File: config.mk
export PLATFORM = sky130hd
export DESIGN_NAME = pipeline_ctrl
export DESIGN_NICKNAME = d
export VERILOG_FILES = /design/src/rtl/pipeline_ctrl.sv
export SDC_FILE = /design/constraint.sdc
export NUM_CORES = 1
export LEC_CHECK = 0
export BUFFER_PORTS_ARGS = -buffer_cell sky130_fd_sc_hd__buf_2
export CAP_MARGIN = 20
export CORE_ASPECT_RATIO = 0.9
export CORE_MARGIN = 3
export CORE_UTILIZATION = 49
export DETAILED_ROUTE_END_ITERATION = 8
export MAX_ROUTING_LAYER = met4
export PLACE_DENSITY = 0.92
export SETUP_SLACK_MARGIN = 0.1
export SLEW_MARGIN = 10
export SYNTH_ARGS = -nofsm -noshare
export SYNTH_HDL_FRONTEND = slang
export SYNTH_SLANG_ARGS = --single-unit
File: constraint.sdc
create_clock -name clk -period 2.6 [get_ports clk]
set_input_delay 0.52 -clock clk [delete_from_list [all_inputs] [get_ports clk]]
set_output_delay 0.52 -clock clk [all_outputs]
set_load 0.01 [all_outputs]
File: src/rtl/pipeline_ctrl.sv
// pipeline_ctrl: hazard, redirect and data-memory stall control for a 5-stage pipeline.
// Define PIPELINE_CTRL_STALL_CNT_EN to add the saturating 16-bit stall_cnt output.
module pipeline_ctrl #(
    parameter int TIMEOUT = 64
) (
    input  logic       clk,
    input  logic       rst_n,
    input  logic [4:0] id_rs1,
    input  logic [4:0] id_rs2,
    input  logic       id_use_rs1,
    input  logic       id_use_rs2,
    input  logic [4:0] ex_rd,
    input  logic       ex_memread,
    input  logic       ex_redirect,
    input  logic       dmem_req,
    input  logic       dmem_ack,
    output logic       pc_write,
    output logic       ifid_write,
    output logic       idex_write,
    output logic       exmem_write,
    output logic       ifid_flush,
    output logic       idex_flush,
    output logic       memwb_bubble,
    output logic       err,
    output logic [1:0] state_o
`ifdef PIPELINE_CTRL_STALL_CNT_EN
    ,
    output logic [15:0] stall_cnt
`endif
);
    typedef enum logic [1:0] {RUN = 2'd0, MEMWAIT = 2'd1, ERROR = 2'd2} state_t;
    state_t     state;
    logic [7:0] wait_cnt;
    logic       err_st, freeze, redirect, load_use, halt;
    // Hazard terms are gated by rst_n so outputs read as normal RUN while held in reset.
    assign err_st   = state == ERROR;
    assign freeze   = rst_n && !err_st && dmem_req && !dmem_ack;
    assign redirect = rst_n && ex_redirect;
    assign load_use = rst_n && ex_memread && ex_rd != 5'd0 &&
                      ((id_use_rs1 && id_rs1 == ex_rd) || (id_use_rs2 && id_rs2 == ex_rd));
    assign halt         = err_st || freeze;
    assign pc_write     = !halt && (redirect || !load_use);
    assign ifid_write   = !halt && (redirect || !load_use);
    assign idex_write   = !halt;
    assign exmem_write  = !halt;
    assign ifid_flush   = !halt && redirect;
    assign idex_flush   = !halt && (redirect || load_use);
    assign memwb_bubble = halt;
    assign err          = err_st;
    assign state_o      = state;
    always_ff @(posedge clk or negedge rst_n) begin
        if (!rst_n) begin
            state    <= RUN;
            wait_cnt <= 8'd0;
        end else begin
            case (state)
                RUN: if (freeze) begin
                    state    <= MEMWAIT;
                    wait_cnt <= 8'd0;
                end
                MEMWAIT: if (dmem_ack) state <= RUN;
                    else if (wait_cnt == 8'(TIMEOUT - 1)) state <= ERROR;
                    else wait_cnt <= wait_cnt + 8'd1;
                ERROR: state <= ERROR;
                default: state <= RUN;
            endcase
        end
    end
`ifdef PIPELINE_CTRL_STALL_CNT_EN
    always_ff @(posedge clk or negedge rst_n) begin
        if (!rst_n) stall_cnt <= 16'd0;
        else if (!pc_write && stall_cnt != 16'hFFFF) stall_cnt <= stall_cnt + 16'd1;
    end
`endif
endmodule

======== Word level (Yosys, flattened, before mapping) ========
Cells that the tools add are included.
word-level totals
  output and inout port bits .............. 10
  bits of input ports ..................... 23
  logic and storage cells ................. 45
  register bits after elaboration ......... 10
cells by class
  equal/unequal tests ..................... 9
  add/sub/neg operators ................... 1
  muxes and demuxes ....................... 8
  reduce and logical (&&, ||, !) cells .... 25
operators by type and width
  operator             count
  $mux 8               3
  $pmux 8 s2           1
  $logic_and 1x1->1    12
  $eq 5x5->1           2
  $add 8x1->8 const B  1
  $eq 8x6->1 const B   1
  $mux 2               3
  $ne 2x2->1 const B   3
  $pmux 2 s3           1
  $reduce_bool 5->1    1
  $logic_not 1->1      4
  $logic_or 1x1->1     4
  $reduce_and 4->1     1
  $ne 3x3->1 const B   1
  $eq 2x1->1 const B   1
  $eq 2x2->1 const B   1
  $logic_not 2->1      1
  $reduce_and 2->1     1
  $reduce_bool 2->1    1

======== Logic depth before layout (Yosys ltp) ========
Gate-level depths: netlist of run 1.
  depth in word-level cells ............... 8
  mapped depth ............................ 5
  gate-level depth less buffers ........... 5

======== Worst setup path before layout of run 1 ========
Ideal clock, no wire load.
  path kind ............................... input-to-output
  start point ............................. input ex_rd[0]
  end point ............................... output pc_write
  arrival ................................. 1.682 ns
  path slack .............................. 0.398 ns
  stages .................................. 5
  required time ........................... 2.080 ns
  buffers on the path ..................... 1
  cells stage by stage .................... or4_1 o21ai_1 nor3_1 a21oi_1 buf_4
between the ends
  cells in the longest elaborated chain, start to end .. 7
  elaborated cells between the ends (all ways) .. 11
  classes of those cells .................. eq/ne (2); reduce/logical (9)
ends and longest elaborated chain
  item                 RTL line  RTL
  from (decl)          12        input logic [4:0] ex_rd,
  $eq 5x5->1           40        ((id_use_rs1 && id_rs1 == ex_rd) || (id_use_rs2 && id_rs2 == ex_rd));
  $logic_and 1x1->1    40
  $logic_or 1x1->1     40
  $logic_and 1x1->1 *  39        assign load_use = rst_n && ex_memread && ex_rd != 5'd0 &&
  $logic_not 1->1 *    -
  $logic_or 1x1->1 *   -
  $logic_and 1x1->1 *  -
  to (decl)            17        output logic pc_write,
Every way passes the cells marked *; elsewhere a longest branch is shown, timed or not.

======== Worst setup path in the final report of run 1 ========
  start point ............................. register state[0], in the netlist state_o[0]
  end point ............................... output idex_flush
between the ends
  cells in the longest elaborated chain, start to end .. 8
ends and longest elaborated chain
  item                            RTL line  RTL
  from (decl)                     32        state_t state;
  from (signal assigned)          53        state <= RUN;
  from (signal assigned)          58        state <= MEMWAIT;
  from (signal assigned)          61        MEMWAIT: if (dmem_ack) state <= RUN;
  $eq 2x2->1 *                    36        assign err_st = state == ERROR;
  $logic_not 1->1                 37        assign freeze = rst_n && !err_st && dmem_req && !dmem_ack;
  $logic_and 1x1->1 (3 in a row)  37
  $logic_or 1x1->1 *              41        assign halt = err_st || freeze;
  $logic_not 1->1 *               47        assign idex_flush = !halt && (redirect || load_use);
  $logic_and 1x1->1 *             47
  to (decl)                       22        output logic idex_flush,
Marks and branches as above.

==> qor.yml, run 1 <==
ys_seq_area_frac: 0.326
fillers: 107
hold_path.class: "in2async"
switching_share: 0.291
finalHoldViolCount: 0
n_antenna_cell: 0
layout_common_cells: "buf_2, xnor2_1, dfrtp_1"
nets: 144
worst_ep_arrival_time_ps: 1770
drt_iter0_markers: 13
syn_area_um2: 768
crit_slowest_cell: "dfrtp_1"
layout_min_cycle_time_ps: 2290
ys_async_sr_fraction: 1.00
viasPerCell: 5.84
ys_seq_elements: 10
htreeDepth: 1
hold_buffers: 0
insertion_delay_ps: 260
remaining_drc_errors: 0
power_frac_seq: 0.474
mostFrequentLayoutCell: "buf_2"
gp_congestion: 0.770
ys.flop_type: "dfrtp_1"
yosys_warnings: 0
hpwlAfterDp_um: 1590
cts-resized-gates: 0
power-per-cell-area_nw_per_um2: 408
criticalPathCategory: "reg2out"
place_area_um2: 920
die_area_um2: 2080
final_antenna_net_count: 0
grt.overflow.total: 0
slowest_delay_ps: 470
fmax_mhz: 436
dieHeight_um: 43.6
status: "completed"
syn_nets: 111
grt_max_degree: 14
antenna_found_initial: 0
skew_ps: 5.86
postCtsSetupBuffers: 0
cts-root-buf: "clkbuf_4"
setup_viol: 0
p_switching_uw: 112
grt_pass1_vias: 762
worst_pin_slew_ps: 326
required_ps: 2080
firstDrtPassIters: 4
pwr-share-comb: 0.263
rows: 12
worstPathCellList: "nand2b_1 -> o21ai_1 -> clkinv_1 -> and3_1 -> a21o_1 -> buf_2"
start_util: 0.569
critPathBufInv: 2
min_period_over_period: 0.881
worstSetupEndpointType: "output port"
fp.coreArea_um2: 1350
drt_wl_total_um: 2020
path_delay_family: "flip-flops"
power.internal_uw: 273
ioPinCount: 33
grt_pass1_wl_um: 3330
clock_path_buffers: 2
area_delta_synth_final_pct: 22.6
grt.total_usage: 0.230
numCtsBuffers: 3
post_synth_num_cell_types: 35
fp.dieW_um: 47.7
crit_fanout: 9
leakage_uw: 0.000445
relSlewSlack: 0.781
io_buffer_count: 32
cp-start-kind: "register"
syn_area_per_cell_um2: 8.83
vias: 771
grt_setup_unrepaired: "no"
cts_tree: "yes"
drv_cap: 0
synth_edf_count: 0
clock_sinks: 10
peakVddDrop_mv: 0.349
tns_ps: 0
clockPowerShare: 0.264
power_uw: 385
drive_gt1_frac: 0.322
cts.clk_slew.worst_paths_ps: 60
slew_viol_final: 0
finalInstanceArea_um2: 942
netlist_instances: 87
route.detailed.wl_per_inst_um: 15.3
[worst register-to-register path: stages, from the launching register on]
cell	delay, ps
dfrtp_1	410
ha_1	250
and3_1	270
and4_1	290
a21o_1	250
mux2_2	270
[path summary, 6_finish.rpt]
check                      slack (ps)     endpoint  cells past startpoint         from
max in group asynchronous        2250  wait_cnt[2]                      2        rst_n
setup / recovery                  310   idex_flush                      6   state_o[0]
hold / removal                    190  wait_cnt[6]                      2        rst_n
min in group clk                  510  wait_cnt[3]                      1  wait_cnt[3]
setup reg to reg                  750  wait_cnt[0]                      5  wait_cnt[0]
hold reg to reg                   510  wait_cnt[3]                      1  wait_cnt[3]
[kinds of logic (layout without fill, tap and decap cells)]
family,Yosys count,count (layout),synth area share
adders and majority gates,1,1,0.0163
AOI/OAI and AO/OA,22,22,0.222
xor gates and xnor gates,10,10,0.114
muxes,3,3,0.0407
buffers and inverters,13,44,0.0831
DFF,10,10,0.326
and+or+nand+nor,28,28,0.199
[layer usage]
metal	up-vias	routed length [µm]	share of wire	track usage
li1	376	-	-	-
met1	375	811	0.40	0.255
met2	18	1100	0.55	0.380
met3	2	93	0.046	0.0871
met4	0	14	0.0069	0.0591
met5	-	0	0	-
[power by group through the flow]
stage / clock, µW / sequential (µW) / combinational [µW]
floorplan: 0 / 182 / 60.3
global placement: 0 / 183 / 94.8
detailed placement: 0 / 184 / 98.6
CTS: 104 / 182 / 102
global route: 118 / 184 / 113
finish: 101 / 182 / 101
[synth_stat cells (2+ instances only)]
library cell	number	area (µm²)
dfrtp_1	10	250
xnor2_1	10	87.6
inv_1	7	26.3
nand2_1	7	26.3
o21ai_1	6	30.0
and3_1	3	18.8
nand2b_1	3	18.8
nand3_1	3	15.0
a21o_1	2	15.0
a21oi_1	2	10.0
a221oi_1	2	17.5
and2_1	2	12.5
buf_4	2	15.0
clkbuf_1	2	7.51
mux2i_1	2	20.0
nand4_1	2	12.5
nor2_1	2	7.51
nor3_1	2	10.0
o22ai_1	2	12.5
[sequential cells by signal, indices dropped and copies added, names as in the netlist]
register / count
state_o: 2
wait_cnt: 8
[layout make-up]
cell class              instances  area [µm²]  share of cell area
well taps                      14        17.5              0.0186
inverters                       8        30.0              0.0319
clock buffers                   3        22.5              0.0239
repair buffers                 33         168               0.178
flip-flops and latches         10         250               0.266
multi-input cells              64         454               0.482
[metrics by stage]
step	cells	utilization	hold WS (ps)	worst slack, ps
after floorplan	87	-	224	398
after global routing	132	0.697	189	158
after detailed placement	129	0.681	470	335
after CTS	132	0.697	189	317
final	132	0.697	187	309
after global placement	129	0.681	482	404
(Power assumes the default switching activity.)
==> inputs of run 2 (changes only) <==
REMOVE_ABC_BUFFERS = 1   (was unset)
==> run 2 against run 1 <==
Setup slack better by 6.7 ps; sequential power about the same; sequential share of layout area fell by 0.38 points; register-to-register slack about the same; highest routed layer unchanged; critical path type unchanged.
==> qor.yml, run 2 (synthesis results as in run 1) <==
cts_tree: "yes"
slowest_delay_ps: 470
insertion_delay_ps: 260
vias: 811
worst_pin_slew_ps: 327
remaining_drc_errors: 0
cts-resized-gates: 0
rr_endpoint: "wait_cnt[0]"
grt_max_degree: 14
drv_cap: 0
status: "completed"
drt_iter0_markers: 22
io_buffer_count: 32
postCtsSetupBuffers: 0
hold_path.class: "in2async"
antenna_found_initial: 0
finalHoldViolCount: 0
worst_ep_arrival_time_ps: 1760
power_uw: 417
gp_congestion: 0.783
skew_ps: 0.750
place_area_um2: 920
die_area_um2: 2080
layout_min_cycle_time_ps: 2280
r2r_cells: 5
grt_setup_unrepaired: "no"
firstDrtPassIters: 4
crit_fanout: 9
cp-start-kind: "register"
cp.depth: 6
htreeDepth: 1
crit_slowest_cell: "dfrtp_1"
critPathBufInv: 2
power-per-cell-area_nw_per_um2: 436
grt_pass1_vias: 753
min_period_over_period: 0.879
final_antenna_net_count: 0
peakVddDrop_mv: 0.350
layout_common_cells: "buf_2, xnor2_1, dfrtp_1"
clock_path_buffers: 2
hold_buffers: 0
n_antenna_cell: 0
grt_pass1_wl_um: 3220
start_util: 0.569
ioPinCount: 33
cts-root-buf: "clkbuf_4"
finalInstanceArea_um2: 956
mostFrequentLayoutCell: "buf_2"
drt_wl_total_um: 2080
fp.dieW_um: 47.7
area_delta_synth_final_pct: 24.4
slew_viol_final: 0
path_delay_family: "flip-flops"
required_ps: 2080
criticalPathCategory: "reg2out"
clock_sinks: 10
r2r-start: "wait_cnt[0]"
dieHeight_um: 43.6
worstSetupEndpointType: "output port"
grt.overflow.total: 0
nets: 144
drive_gt1_frac: 0.328
fp.coreArea_um2: 1350
viasPerCell: 6.10
r2r_slack_ps: 760
route.detailed.wl_per_inst_um: 15.6
top_register: "wait_cnt"
leakage_uw: 0.000452
fmax_mhz: 438
largest_reg_flops: 8
tns_ps: 0
setup_viol: 0
worstPathCellList: "nand2b_1 -> o21ai_1 -> clkinv_1 -> and3_1 -> a21o_1 -> buf_2"
rows: 12
relSlewSlack: 0.782
numCtsBuffers: 3
hpwlAfterDp_um: 1660
cts.clk_slew.worst_paths_ps: 60
grt.total_usage: 0.223
run 2: worst reg2reg max path: stages (launching register included):
cell     delay, ps
dfrtp_1        410
ha_1           240
and3_1         270
and4_1         290
a21o_1         250
mux2_2         270
run 2: final cells by class:
class / count / area [µm²]
fillers: 109 / 395
well taps: 14 / 17.5
inverters: 8 / 30.0
clock buffers: 4 / 36.3
multi-input cells: 64 / 454
flip-flops and latches: 10 / 250
repair buffers: 33 / 168
run 2: worst max path at each step:
stage                     from          to  slack (ps)
floorplan           state_o[0]  idex_flush         460
global placement      ex_rd[0]  idex_flush         400
detailed placement    ex_rd[0]    pc_write         370
CTS                 state_o[0]  idex_flush         310
global route        state_o[0]  idex_flush         190
finish              state_o[0]  idex_flush         320
run 2: routing by layer:
layer,wire [µm],GRT usage
met1,822,0.244
met2,1090,0.359
met3,116,0.0581
met4,51,0.113
met5,0,-
run 2: power breakdown:
group / switching [µW] / total (µW) / internal (µW)
sequential: 13.7 / 181 / 168
clock: 51.0 / 136 / 85.0
combinational: 48.3 / 99.5 / 51.2
total: 113 / 417 / 304
run 2: metrics by stage:
stage	cells	hold WS, ps	setup WS (ps)	util
floorplan	82	224	456	-
global placement	129	468	405	0.681
detailed placement	129	469	367	0.681
CTS	133	189	310	0.707
global route	133	189	191	0.707
finish	133	187	315	0.707
==> inputs of run 3 (changes only) <==
ABC_AREA = 1   (was unset)
CORE_UTILIZATION = 51   (was 49)
PLACE_DENSITY = 0.93   (was 0.92)
==> run 3 against run 2 <==
Sequential power decreased by 14%; synthesized cell count increased by 61%; global-route usage increased by 0.18 points; final area increased by 8.6%; non-clock buffer count decreased by 1; critical path depth unchanged; critical endpoint is now ifid_write; largest power group unchanged.
==> qor.yml, run 3 <==
worst_ep_arrival_time_ps: 1560
hold_path.class: "in2async"
ys_top_cells_by_area: "dfrtp_1, nand2_1, inv_1"
p_switching_uw: 88.7
viasPerCell: 4.90
ioPinCount: 33
r2r_slack_ps: 1050
n_antenna_cell: 0
hold_buffers: 0
syn_area_um2: 830
cts_tree: "yes"
vias: 961
dp.cells: 192
rows: 13
insertion_delay_ps: 270
route.detailed.wl_per_inst_um: 11.1
cts.clk_slew.worst_paths_ps: 70
peakVddDrop_mv: 0.235
leakage_uw: 0.000685
syn_area_per_cell_um2: 5.93
clock_sinks: 10
switching_share: 0.253
relSlewSlack: 0.715
antenna_found_initial: 0
numCtsBuffers: 3
layout.cells.non_filler: 196
power_uw: 351
fmax_mhz: 481
grt_pass1_vias: 849
htreeDepth: 1
seqCellArea_um2: 250
skew_ps: 7.87
drt_wl_total_um: 2170
ys.flop_type: "dfrtp_1"
mostFrequentLayoutCell: "nand2_1"
grt_pass1_wl_um: 3590
worstSetupEndpointType: "output port"
yosys_warnings: 0
clock_path_buffers: 2
postCtsSetupBuffers: 0
netlist_instances: 140
fp.coreArea_um2: 1480
cts-resized-gates: 0
largest_reg_flops: 8
power-per-cell-area_nw_per_um2: 338
nets: 199
grt.total_usage: 0.224
drive_gt1_frac: 0.247
crit_fanout: 6
post_synth_num_cell_types: 22
multi_input_area_um2: 480
yosysTopAreaCellShare: 0.302
synth_edf_count: 0
cts-root-buf: "clkbuf_4"
finalHoldViolCount: 0
start_util: 0.560
die_area_um2: 2150
required_ps: 2080
gp_congestion: 0.812
remaining_drc_errors: 0
cp-start-kind: "register"
final_antenna_net_count: 0
grt.overflow.total: 0
clockPowerShare: 0.411
top_register: "wait_cnt"
ys_seq_elements: 10
drt_iter0_markers: 38
min_period_over_period: 0.800
dieHeight_um: 44.3
yosysTopAreaCell: "dfrtp_1"
worst_pin_slew_ps: 425
power_frac_seq: 0.443
firstDrtPassIters: 4
setup_viol: 0
pwr-share-comb: 0.146
yosysMostFrequentCell: "nand2_1"
fillers: 135
slew_viol_final: 0
grt_max_degree: 14
io_buffer_count: 32
hpwlAfterDp_um: 1780
layout_common_cells: "nand2_1, buf_2, inv_1"
ys_seq_area_frac: 0.302
layout_min_cycle_time_ps: 2080
area_delta_synth_final_pct: 25.2
status: "completed"
yosys-top-cells-count: "nand2_1, inv_1, nor2_1"
drv_cap: 0
grt_setup_unrepaired: "no"
ys_async_sr_fraction: 1.00
tns_ps: 0
power.internal_uw: 262
criticalPathCategory: "reg2out"
fp.dieW_um: 48.5
==> run 3: cell count changes after synthesis, sizes merged, moves of 3 or more <==
cell    change
nor2       +18
nand2b      -3
inv        +14
xnor2       -9
nand2      +57
and3        -3
nand3       +4
==> run 3: power groups by stage <==
stage               clock, µW  sequential, µW  combinational [µW]
floorplan                   0             159                22.2
global placement            0             158                47.0
detailed placement          0             158                51.1
CTS                       145             155                51.3
global route              152             155                58.1
finish                    144             155                51.3
==> run 3: layout make-up <==
cell class | count | area share
clock buffer | 4 | 0.0349
timing repair buffer | 32 | 0.154
inverter | 22 | 0.0807
multi-input combinational | 106 | 0.463
tap | 22 | 0.0265
sequential | 10 | 0.241
==> run 3: through the flow <==
stage                     area, µm²  hold slack [ps]  utilization  worst slack (ps)
after floorplan                 815              224            -               648
after global placement         1000              405        0.677               623
after detailed placement       1000              413        0.677               499
after CTS                      1040              117        0.702               499
after global routing           1040              118        0.702               383
final                          1040              109        0.702               520
==> run 3: routing by layer <==
layer / wire length (µm) / global-route usage
met2: 1120 / 0.404
met3: 163 / 0.0640
met5: 0 / -
met4: 26 / 0.0625
met1: 862 / 0.247
==> run 3: worst paths after layout <==
| path | endpoint | startpoint | cells past startpoint |
|---|---|---|---|
| max | ifid_write | state_o[1] | 6 |
| min | wait_cnt[6] | rst_n | 1 |
| max reg2reg | wait_cnt[4] | wait_cnt[0] | 8 |
| min reg2reg | wait_cnt[1] | wait_cnt[1] | 2 |
| max in group asynchronous | wait_cnt[3] | rst_n | 1 |
| min in group clk | wait_cnt[1] | wait_cnt[1] | 2 |
==> run 3: worst max-delay path: stages (launching register included) <==
cell	delay, ps
dfrtp_1	400
inv_1	110
nor2_1	60
nor2_1	300
nand3_1	180
nand2_1	110
buf_2	130
==> run 3: cells by family after synthesis <==
group	Yosys count	share of synthesized area
buffers and inverters	24	0.119
AND/OR/NAND/NOR	97	0.492
AO/OA/AOI/OAI	5	0.0407
XOR/XNOR	3	0.0317
adder cells (fa/ha/maj)	1	0.0151
flip-flops	10	0.302
